===== config.mk =====
export PLATFORM = sky130hd
export DESIGN_NAME = multicycle_ctrl
export DESIGN_NICKNAME = d
export VERILOG_FILES = /design/src/rtl/multicycle_ctrl.sv
export SDC_FILE = /design/constraint.sdc
export NUM_CORES = 1
export LEC_CHECK = 0
export BUFFER_PORTS_ARGS = -buffer_cell sky130_fd_sc_hd__clkbuf_2
export CORE_MARGIN = 10
export CORE_UTILIZATION = 45
export DETAILED_ROUTE_END_ITERATION = 10
export PLACE_DENSITY_LB_ADDON = 0.12
export SLEW_MARGIN = 0
export SYNTH_ARGS = -nofsm -noshare
export SYNTH_HDL_FRONTEND = slang
export SYNTH_SLANG_ARGS = --single-unit
export TNS_END_PERCENT = 1

===== constraint.sdc =====
create_clock -name clk -period 1.78 [get_ports clk]
set_clock_uncertainty 0.05 [all_clocks]
set_input_delay 0.356 -clock clk [delete_from_list [all_inputs] [get_ports clk]]
set_output_delay 0.356 -clock clk [all_outputs]
set_load 0.05 [all_outputs]

===== src/rtl/multicycle_ctrl.sv =====
// Multicycle RV32I-subset control sequencer with memory ready handshake and retired-instruction counter.
// Optional: define ILLEGAL_TRAP_EN to halt in TRAP on illegal decode instead of retiring it as a NOP.
module multicycle_ctrl #(
   parameter int INSTRET_W = 32
) (
   input  logic                 clk,
   input  logic                 rst_n,
   input  logic [31:0]          instr,
   input  logic                 eq,
   input  logic                 mem_ready,
   output logic                 mem_req,
   output logic                 mem_we,
   output logic                 adr_src,
   output logic                 ir_write,
   output logic                 pc_write,
   output logic                 reg_write,
   output logic [1:0]           alu_src_a,
   output logic [1:0]           alu_src_b,
   output logic [2:0]           alu_ctrl,
   output logic [2:0]           imm_src,
   output logic [1:0]           result_src,
   output logic [INSTRET_W-1:0] instret,
   output logic                 trap
);

   typedef enum logic [3:0] {
      S_FETCH, S_DECODE, S_MEM_ADDR, S_MEM_RD, S_MEM_WB, S_MEM_WR,
      S_EXEC_R, S_EXEC_I, S_LUI, S_ALU_WB, S_BRANCH, S_JAL, S_JALR,
      S_JALR_LINK, S_TRAP
   } state_t;

   localparam logic [6:0] OP_LOAD   = 7'b0000011;
   localparam logic [6:0] OP_STORE  = 7'b0100011;
   localparam logic [6:0] OP_R      = 7'b0110011;
   localparam logic [6:0] OP_I      = 7'b0010011;
   localparam logic [6:0] OP_LUI    = 7'b0110111;
   localparam logic [6:0] OP_BRANCH = 7'b1100011;
   localparam logic [6:0] OP_JAL    = 7'b1101111;
   localparam logic [6:0] OP_JALR   = 7'b1100111;

   localparam logic [2:0] ALU_ADD  = 3'b000;
   localparam logic [2:0] ALU_SUB  = 3'b001;
   localparam logic [2:0] ALU_AND  = 3'b010;
   localparam logic [2:0] ALU_OR   = 3'b011;
   localparam logic [2:0] ALU_PASS = 3'b111;

   state_t                 state_reg, state_next;
   logic [INSTRET_W-1:0]   instret_reg;
   logic                   retire;
   logic                   illegal;
   logic [6:0]             opcode;
   logic [2:0]             funct3;
   logic                   funct7b;
   logic                   unused_instr_bits;

   assign opcode            = instr[6:0];
   assign funct3            = instr[14:12];
   assign funct7b           = instr[30];
   assign unused_instr_bits = ^{instr[31], instr[29:15], instr[11:7]};
   assign instret           = instret_reg;

   always_ff @(posedge clk or negedge rst_n) begin
      if (!rst_n) begin
         state_reg   <= S_FETCH;
         instret_reg <= '0;
      end else begin
         state_reg <= state_next;
         if (retire)
            instret_reg <= instret_reg + INSTRET_W'(1);
      end
   end

   always_comb begin
      state_next = state_reg;
      mem_req    = 1'b0;
      mem_we     = 1'b0;
      adr_src    = 1'b0;
      ir_write   = 1'b0;
      pc_write   = 1'b0;
      reg_write  = 1'b0;
      alu_src_a  = 2'b00;
      alu_src_b  = 2'b00;
      alu_ctrl   = ALU_ADD;
      imm_src    = 3'b000;
      result_src = 2'b00;
      trap       = 1'b0;
      retire     = 1'b0;
      illegal    = 1'b0;

      case (state_reg)
         S_FETCH: begin
            mem_req    = 1'b1;
            alu_src_b  = 2'b10;
            result_src = 2'b10;
            if (mem_ready) begin
               ir_write   = 1'b1;
               pc_write   = 1'b1;
               state_next = S_DECODE;
            end
         end
         S_DECODE: begin
            // Branch/jump target is precomputed into ALUOut here.
            alu_src_a = 2'b01;
            alu_src_b = 2'b01;
            imm_src   = (opcode == OP_JAL) ? 3'b011 : 3'b010;
            case (opcode)
               OP_LOAD, OP_STORE: state_next = S_MEM_ADDR;
               OP_R:              state_next = S_EXEC_R;
               OP_I:              state_next = S_EXEC_I;
               OP_LUI:            state_next = S_LUI;
               OP_BRANCH:         state_next = S_BRANCH;
               OP_JAL:            state_next = S_JAL;
               OP_JALR:           state_next = S_JALR;
               default:           illegal    = 1'b1;
            endcase
         end
         S_EXEC_R: begin
            alu_src_a  = 2'b10;
            state_next = S_ALU_WB;
            case (funct3)
               3'b000:  alu_ctrl = funct7b ? ALU_SUB : ALU_ADD;
               3'b110:  alu_ctrl = ALU_OR;
               3'b111:  alu_ctrl = ALU_AND;
               default: illegal  = 1'b1;
            endcase
         end
         S_EXEC_I: begin
            alu_src_a  = 2'b10;
            alu_src_b  = 2'b01;
            state_next = S_ALU_WB;
            case (funct3)
               3'b000:  alu_ctrl = ALU_ADD;
               3'b110:  alu_ctrl = ALU_OR;
               3'b111:  alu_ctrl = ALU_AND;
               default: illegal  = 1'b1;
            endcase
         end
         S_LUI: begin
            alu_src_b  = 2'b01;
            imm_src    = 3'b100;
            alu_ctrl   = ALU_PASS;
            state_next = S_ALU_WB;
         end
         S_ALU_WB: begin
            reg_write  = 1'b1;
            retire     = 1'b1;
            state_next = S_FETCH;
         end
         S_MEM_ADDR: begin
            alu_src_a  = 2'b10;
            alu_src_b  = 2'b01;
            imm_src    = (opcode == OP_STORE) ? 3'b001 : 3'b000;
            state_next = (opcode == OP_STORE) ? S_MEM_WR : S_MEM_RD;
         end
         S_MEM_RD: begin
            mem_req = 1'b1;
            adr_src = 1'b1;
            if (mem_ready)
               state_next = S_MEM_WB;
         end
         S_MEM_WB: begin
            reg_write  = 1'b1;
            result_src = 2'b01;
            retire     = 1'b1;
            state_next = S_FETCH;
         end
         S_MEM_WR: begin
            mem_req = 1'b1;
            mem_we  = 1'b1;
            adr_src = 1'b1;
            if (mem_ready) begin
               retire     = 1'b1;
               state_next = S_FETCH;
            end
         end
         S_BRANCH: begin
            alu_src_a  = 2'b10;
            alu_ctrl   = ALU_SUB;
            retire     = 1'b1;
            state_next = S_FETCH;
            case (funct3)
               3'b000:  pc_write = eq;
               3'b001:  pc_write = ~eq;
               default: illegal  = 1'b1;
            endcase
         end
         S_JAL: begin
            // Jump to the DECODE target while computing the link value OldPC+4.
            alu_src_a  = 2'b01;
            alu_src_b  = 2'b10;
            pc_write   = 1'b1;
            state_next = S_ALU_WB;
         end
         S_JALR: begin
            alu_src_a  = 2'b10;
            alu_src_b  = 2'b01;
            result_src = 2'b10;
            pc_write   = 1'b1;
            state_next = S_JALR_LINK;
         end
         S_JALR_LINK: begin
            alu_src_a  = 2'b01;
            alu_src_b  = 2'b10;
            result_src = 2'b10;
            reg_write  = 1'b1;
            retire     = 1'b1;
            state_next = S_FETCH;
         end
`ifdef ILLEGAL_TRAP_EN
         S_TRAP: begin
            trap = 1'b1;
         end
`endif
         default: state_next = S_FETCH;
      endcase

      if (illegal) begin
         pc_write  = 1'b0;
         reg_write = 1'b0;
`ifdef ILLEGAL_TRAP_EN
         retire     = 1'b0;
         state_next = S_TRAP;
`else
         retire     = 1'b1;
         state_next = S_FETCH;
`endif
      end

      // Reset forces every output low, including the FETCH request.
      if (!rst_n) begin
         mem_req    = 1'b0;
         mem_we     = 1'b0;
         adr_src    = 1'b0;
         ir_write   = 1'b0;
         pc_write   = 1'b0;
         reg_write  = 1'b0;
         alu_src_a  = 2'b00;
         alu_src_b  = 2'b00;
         alu_ctrl   = ALU_ADD;
         imm_src    = 3'b000;
         result_src = 2'b00;
         trap       = 1'b0;
         retire     = 1'b0;
         state_next = S_FETCH;
      end
   end

endmodule

### Yosys cells after proc, flatten, opt, wreduce, memory -nomap -nowiden

Cells that the tools add are included.

| word-level totals | value |
|---|---|
| output and inout bits | 51 |
| input bits | 36 |
| register bits after elaboration | 36 |

| operators by class | value |
|---|---|
| reductions and logical operators | 19 |
| equal/unequal tests | 28 |
| bitwise operators | 1 |
| multiplexer cells | 46 |
| add/sub/neg operators | 1 |

Operators by type and width:

| kind | count |
|---|---|
| 4-bit one-hot mux with 7 select lines | 2 |
| 32-bit by 1-bit adder with 32-bit output, second input constant | 1 |
| 4-bit equality test, second input constant | 6 |
| 1-bit two-way mux | 22 |
| 7-bit by 6-bit equality test with 1-bit output, second input constant | 3 |
| 7-bit equality test, second input constant | 3 |
| 4-bit two-way mux | 5 |
| 3-bit OR reduction | 6 |
| 4-bit by 3-bit equality test with 1-bit output, second input constant | 4 |
| 2-bit one-hot mux with 2 select lines | 4 |
| 4-bit != test, second input constant | 3 |
| 3-bit one-hot mux with 4 select lines | 1 |
| 10-bit != test, second input constant | 1 |
| 2-bit OR reduction | 5 |
| 5-bit OR reduction | 2 |
| 3-bit two-way mux | 3 |
| 3-bit one-hot mux with 3 select lines | 1 |
| 4-bit by 2-bit equality test with 1-bit output, second input constant | 2 |
| 4-bit OR reduction | 2 |
| 8-bit OR reduction | 1 |
| 7-bit by 2-bit equality test with 1-bit output, second input constant | 1 |
| 7-bit by 5-bit equality test with 1-bit output, second input constant | 1 |
| 3-bit equality test, second input constant | 2 |
| 2-bit two-way mux | 3 |
| other kinds (9) | 11 |

### Logic depth before layout (Yosys ltp)

Gate-level depths: netlist of run 1.

| logic depth | value |
|---|---|
| depth after elaboration | 6 |
| depth in mapped cells | 7 |

### Worst setup path before layout of run 1

Ideal clock, no wire load.

| timing | value |
|---|---|
| path type | reg-to-output |
| start point | register state_reg[2] |
| end point | output port ir_write |
| arrival time | 2.349 ns |
| buffers on the path | 2 |
| stages on the path, launching flop included | 4 |
| path slack | -0.975 ns |
| cells stage by stage | dfrtp_1 -> buf_2 -> buf_1 -> nor4_1 |

| between the ends | value |
|---|---|
| word-level cells in the longest chain between the ends | 3 |

RTL lines:

| what | RTL line | RTL |
|---|---|---|
| start, declared | 47 | `state_t state_reg, state_next;` |
| start signal, assigned | 67 | `state_reg <= state_next;` |
| 4-bit logical NOT | 90 | `case (state_reg)` |
| 1-bit two-way mux | 90 |  |
| 1-bit two-way mux | 230 | `if (!rst_n) begin` |
| end, declared | 14 | `output logic ir_write,` |

No other way between the ends.

### Worst setup path in the final report of run 1

| timing | value |
|---|---|
| start point | register state_reg[3] |
| end point | output port reg_write |

| between the ends | value |
|---|---|
| word-level cells in the longest chain between the ends | 5 |
| elaborated cells between the ends (all ways) | 13 |
| classes of those cells | eq/ne (7); mux (4); reduce/logical (2) |

RTL lines:

| what | RTL line | RTL |
|---|---|---|
| 4-bit by 3-bit equality test with 1-bit output / 4-bit equality test (equally long branches) | 90 |  |
| 2-bit OR reduction (no source line) / 3-bit OR reduction (equally long branches) | -- |  |
| 1-bit one-hot mux with 3 select lines / 1-bit two-way mux (equally long branches) | 90 |  |
| 1-bit two-way mux (*) | 217 | `if (illegal) begin` |
| 1-bit two-way mux (*) | 230 |  |
| end, declared | 16 | `output logic reg_write,` |

Mark *: on every way between the ends. The rest lies on a longest branch, timed or not.

==> results of run 1 <==
[cell usage in the layout, fill, tap and decap left out, types with 5 or more instances in the layout]
| cell type | instances |
|---|---|
| clkbuf_8 | 7 |
| xnor2_1 | 30 |
| nand4_1 | 6 |
| nor3_1 | 7 |
| o21ai_1 | 7 |
| nand2b_1 | 5 |
| nor2_2 | 7 |
| o211ai_2 | 9 |
| dfrtp_2 | 7 |
| o2111ai_2 | 13 |
| buf_4 | 90 |
| nor2_1 | 10 |
| and3_1 | 14 |
| nor3_4 | 5 |
| buf_12 | 21 |
| nor2_4 | 5 |
| buf_6 | 7 |
| nand3_1 | 6 |
| inv_1 | 6 |
| a21oi_1 | 8 |
| clkbuf_2 | 46 |
| dfrtp_1 | 29 |
| nand2_1 | 19 |
[cells by family (layout without fill, tap and decap cells)]
logic type / count (synthesis) / in the layout / share of synthesized area
adders and majority gates: 1 / 1 / 0.004534
DFF: 36 / 36 / 0.3265
buffers and inverters: 28 / 179 / 0.05352
and+or+nand+nor: 118 / 118 / 0.2426
muxes: 3 / 3 / 0.01134
xor gates and xnor gates: 36 / 36 / 0.1143
AOI/OAI and AO/OA: 73 / 73 / 0.2458
other: 1 / 1 / 0.001359
[path summary, 6_finish.rpt]
| path | to | slack (ns) | cells after the start |
|---|---|---|---|
| max in group asynchronous | state_reg[2]$_DFFE_PN0P_ | 1.07 | 3 |
| setup reg to reg | instret[22]$_DFFE_PN0P_ | -0.42 | 8 |
| hold / removal | instret[7]$_DFFE_PN0P_ | 0.03 | 2 |
| setup / recovery | reg_write | -0.56 | 6 |
| min in group clk | instret[31]$_DFFE_PN0P_ | 0.45 | 1 |
| hold reg to reg | instret[31]$_DFFE_PN0P_ | 0.45 | 1 |
[area by class of cell]
class | instances | area [um^2] | area share
multi-input combinational | 232 | 1983 | 0.4364
timing repair buffer | 164 | 1405 | 0.3092
tap | 75 | 93.84 | 0.02065
clock buffer | 7 | 96.34 | 0.02120
sequential | 36 | 909.6 | 0.2002
clock inverter | 1 | 30.03 | 0.006608
inverter | 7 | 26.28 | 0.005782
[per-layer routing]
layer | wire length (um) | up-vias
li1 | - | 1397
met1 | 4144 | 1402
met2 | 4422 | 114
met3 | 684 | 8
met4 | 91 | 0
met5 | 0 | -
[critical path: stages (launching register included)]
cell and delay (ns):
dfrtp_2 0.44, and4bb_1 0.24, a41oi_2 0.25, a21o_1 0.18, nand3_4 0.13, nor3_4 0.24, buf_12 0.16
[power by group]
part           internal (mW)  leakage (nW)  switching [mW]
Sequential             0.886         0.481          0.0763
Clock                  0.494        0.0645           0.303
Combinational           1.11          1.52            1.41
Total                   2.49          2.07            1.79
[what timing repair did]
action,CTS,global route
endpoints found under the setup margin,53,54
setup buffers,13,4
hold buffers,0,0
resized for setup,19,16
pin swaps,11,12
==> impl_metrics.tcl, run 1 <==
set metrics [dict create \
    outcome "finished with violations" \
    violations "setup timing" \
    worstSetupPathType "reg2out" \
    fin_cells 522 \
    whs_ns 0.02759 \
    fp.dieW_um 98.30 \
    fin_ws_ns -0.5635 \
    r2r-start "state_reg[2]$_DFFE_PN0P_" \
    endpoint_kind "output port" \
    synth.top_cells.by_area "dfrtp_1 33%, xnor2_1 10%, o2111ai_2 7.1%" \
    setup_viol 54 \
    yosysTopAreaCell "dfrtp_1" \
    clock_path_buffers 2 \
    largest_register_ffs 32 \
    drt-initial-drc-count 228 \
    syn_avg_cell_area_um2 9.321 \
    grt_max_degree 30 \
    insertion_delay_ns 0.29 \
    synth_cell_types 63 \
    yosysWarningCount 0 \
    cts.htree.levels 2 \
    dieArea_um2 9663 \
    io_buffer_count 64 \
    wirelength_um 9341 \
    ant_nets 0 \
    grt_usage 0.1838 \
    layout-drive-gt1-share 0.5615 \
    clkSinkCount 36 \
    cap_violations 0 \
    met3_usage 0.04369 \
    power_leakage_nw 2.068 \
    antenna_cells 0 \
    synth-seq-cells 36 \
    cts_root_buf "clkbuf_8" \
    ios 87 \
    crit_path_max_fanout 5 \
    syn_area_um2 2759 \
    grt_pass1_vias 2968 \
    synth-edff-count 0 \
    period_minus_slack_ns 2.344 \
    synth_most_common_cell "dfrtp_1" \
    ir_drop_uv 959.2 \
    post-route-drc-count 0 \
    p_per_area_nw_per_um2 941.6 \
    grtUsageMet1 0.2475 \
    clk_pin_slew_ns 0.08 \
    yosysSeqAreaShare 0.3265 \
    place_hpwl_um 6648 \
    die_height_um 98.30 \
    power_mw 4.279 \
    use_met2 0.2885 \
    hold_viol_final 0 \
    rsz0062_at_grt "true" \
    synth_top_area_frac 0.3265 \
    dp_cells 497 \
    gr-max-usage-layer "met2" \
    drv_slew 0 \
    layout.nets 483 \
    critPathLaunch "state_reg[3]$_DFFE_PN0P_" \
    syn2layout_area_growth_pct 64.72 \
    postSynthCellCount 296 \
    arrival_ns 1.94 \
    fin_area_um2 4544 \
    final_util 0.7675 \
    syn_nets 333 \
    cp.required_ns 1.37 \
    fin_crit_sh 1.317 \
    drtPass1Iterations 5 \
    cts_buffers 5 \
    fill_cells 405 \
    gp_congestion 0.8323 \
    postPlaceCellArea_um2 4134 \
    start_util 0.4660 \
    min_path_type "in2async" \
    rows 28 \
    synthTopCellsByCount "36 x dfrtp_1, 32 x xnor2_1, 20 x nand2_1" \
    antenna_found_initial 0 \
    core-area_um2 5921 \
    routedWlPerCell_um 17.89 \
    clock.fmax_mhz 426.7 \
    crit_path_start_kind "flip-flop" \
    vias 2921 \
    synthFlopType "dfrtp_1" \
    drt-vias-per-instance 5.596 \
    pre_cts_slack_ns -0.3293 \
    synth_async_sr_flop_share 1.000 \
    tns_ns -17.75 \
    overflow 0 \
    grt_first_pass_wirelength_um 15140 \
    tritoncts "built" \
]
No activity file was read; power rests on OpenSTA's default activity.
==> run 2, diff against run 1 <==
BUFFER_PORTS_ARGS = default   (was -buffer_cell sky130_fd_sc_hd__clkbuf_2)
DONT_BUFFER_PORTS = 1   (was default)
==> run 2 against run 1 <==
Compared with the run above: flip-flop and latch count unchanged; highest routed layer unchanged; the run still ends with setup timing left; critical endpoint unchanged; clock power down 24%; worst hold slack better by 0.20 ns; via count down 7.4%; sequential power down 2%; wire length down 10%; cell count down 11%; maximum frequency up 4.6%; utilization down 6.1 points; critical path type unchanged; non-clock buffer count down 56; register-to-register slack better by 0.08 ns; die area unchanged.
==> impl_metrics.tcl, run 2 (synthesis results as in run 1) <==
set metrics [dict create \
    ir_drop_uv 901.8 \
    clock.fmax_mhz 446.3 \
    grt_max_degree 37 \
    met3_usage 0.05074 \
    fill_cells 441 \
    ios 87 \
    gp_congestion 0.9017 \
    multiInputGateArea_um2 1971 \
    antenna_cells 0 \
    clock_path_buffers 2 \
    cts.htree.levels 2 \
    die_height_um 98.30 \
    worst_pin_slew_ns 0.5330 \
    drt-vias-per-instance 5.803 \
    layout.nets 427 \
    crit_path_start_kind "flip-flop" \
    layout_common_cells "78 x buf_4, 31 x xnor2_1, 28 x dfrtp_1" \
    insertion_delay_ns 0.29 \
    start_util 0.4660 \
    gr-max-usage-layer "met2" \
    slew_headroom 0.6446 \
    cts_buffers 5 \
    drv_slew 0 \
    tritoncts "built" \
    wirelength_um 8386 \
    use_met2 0.2567 \
    fin_cells 466 \
    violations "setup timing" \
    period_minus_slack_ns 2.241 \
    cp.required_ns 1.37 \
    regArea_um2 910.9 \
    cap_violations 0 \
    clkSinkCount 36 \
    endpoint_kind "output port" \
    rows 28 \
    hold_viol_final 0 \
    vias 2704 \
    post-route-drc-count 0 \
    crit_path_max_fanout 5 \
    arrival_ns 1.83 \
    routedWlPerCell_um 18.00 \
    place_hpwl_um 6205 \
    setup_viol 49 \
    worstSetupPathType "reg2out" \
    critPathLaunch "state_reg[3]$_DFFE_PN0P_" \
    r2r-start "state_reg[2]$_DFFE_PN0P_" \
    grt_usage 0.1678 \
    largest_register_ffs 32 \
    p_per_area_nw_per_um2 910.4 \
    io_buffer_count 0 \
    antenna_found_initial 0 \
    final_util 0.7063 \
    grt_pass1_vias 2668 \
    power_mw 3.807 \
    dp_cells 451 \
    dieArea_um2 9663 \
    syn2layout_area_growth_pct 51.56 \
    final_common_cell "buf_4" \
    clk_pin_slew_ns 0.07 \
    fin_crit_sh 1.259 \
    min_path_type "in2reg" \
    overflow 0 \
    rsz0062_at_grt "true" \
    power_leakage_nw 1.792 \
    tns_ns -13.54 \
    hold_start "mem_ready" \
    cts_root_buf "clkbuf_8" \
    whs_ns 0.2273 \
    ant_nets 0 \
    outcome "finished with violations" \
    core-area_um2 5921 \
    layout-drive-gt1-share 0.4859 \
    drtPass1Iterations 4 \
    drt-initial-drc-count 175 \
    fp.dieW_um 98.30 \
    fin_ws_ns -0.4608 \
    grtUsageMet1 0.2217 \
    grt_first_pass_wirelength_um 13680 \
]
[run 2: changes by cell type in the layout (fill, tap and decap cells not counted), sizes merged]
cell         change
buf             -11
bufinv           -1
clkbuf          -47
clkinv           +2
dlygate4sd3      +1
[run 2: final cells by class]
cell class | instances | share of cell area
multi-input cells | 232 | 0.4713
clock buffers | 6 | 0.01975
inverters | 7 | 0.006284
flip-flops and latches | 36 | 0.2178
well taps | 75 | 0.02244
clock inverters | 2 | 0.002394
repair buffers | 108 | 0.2600
[run 2: power by group]
| group | switching (mW) | total, mW | internal [mW] |
|---|---|---|---|
| sequential | 0.0610 | 0.947 | 0.886 |
| clock | 0.295 | 0.604 | 0.309 |
| combinational | 1.32 | 2.26 | 0.935 |
| total | 1.68 | 3.81 | 2.13 |
[run 2: worst paths after layout]
path	to	slack [ns]	cells past startpoint
worst max-delay path	reg_write	-0.46	6
worst min-delay path	state_reg[1]$_DFFE_PN0P_	0.23	3
worst max register to register	instret[16]$_DFFE_PN0P_	-0.34	8
worst min register to register	instret[29]$_DFFE_PN0P_	0.48	1
max in group asynchronous	state_reg[2]$_DFFE_PN0P_	0.98	2
min in group asynchronous	instret[19]$_DFFE_PN0P_	0.51	2
[run 2: metrics by stage]
stage	cell area [um^2]	setup slack, ns
4_1_cts	4105	-0.4623
2_1_floorplan	2909	-0.2472
5_1_grt	4182	-0.5394
3_3_place_gp	3861	-0.2218
6_report	4182	-0.4608
3_5_place_dp	3861	-0.2716
[run 2: repair_timing]
item                                   in CTS  in global routing
gates cloned                                0                  0
endpoints found under the hold margin      36                  0
resized for setup                          22                 15
hold buffers                                2                  0
setup endpoints to repair                  53                 54
pin swaps                                  11                 10
buffers inserted                            3                  2
[run 2: routing by layer]
metal	up-vias	wire, um
li1	1295	-
met1	1306	3700
met2	88	3882
met3	15	685
met4	0	118
met5	-	0
[run 2: worst max-delay path, cell delays in order, from the launching register on]
cell	delay [ns]
dfrtp_2	0.44
and4bb_1	0.24
a41oi_2	0.18
a21o_1	0.18
nand3_4	0.12
nor3_4	0.23
buf_12	0.16
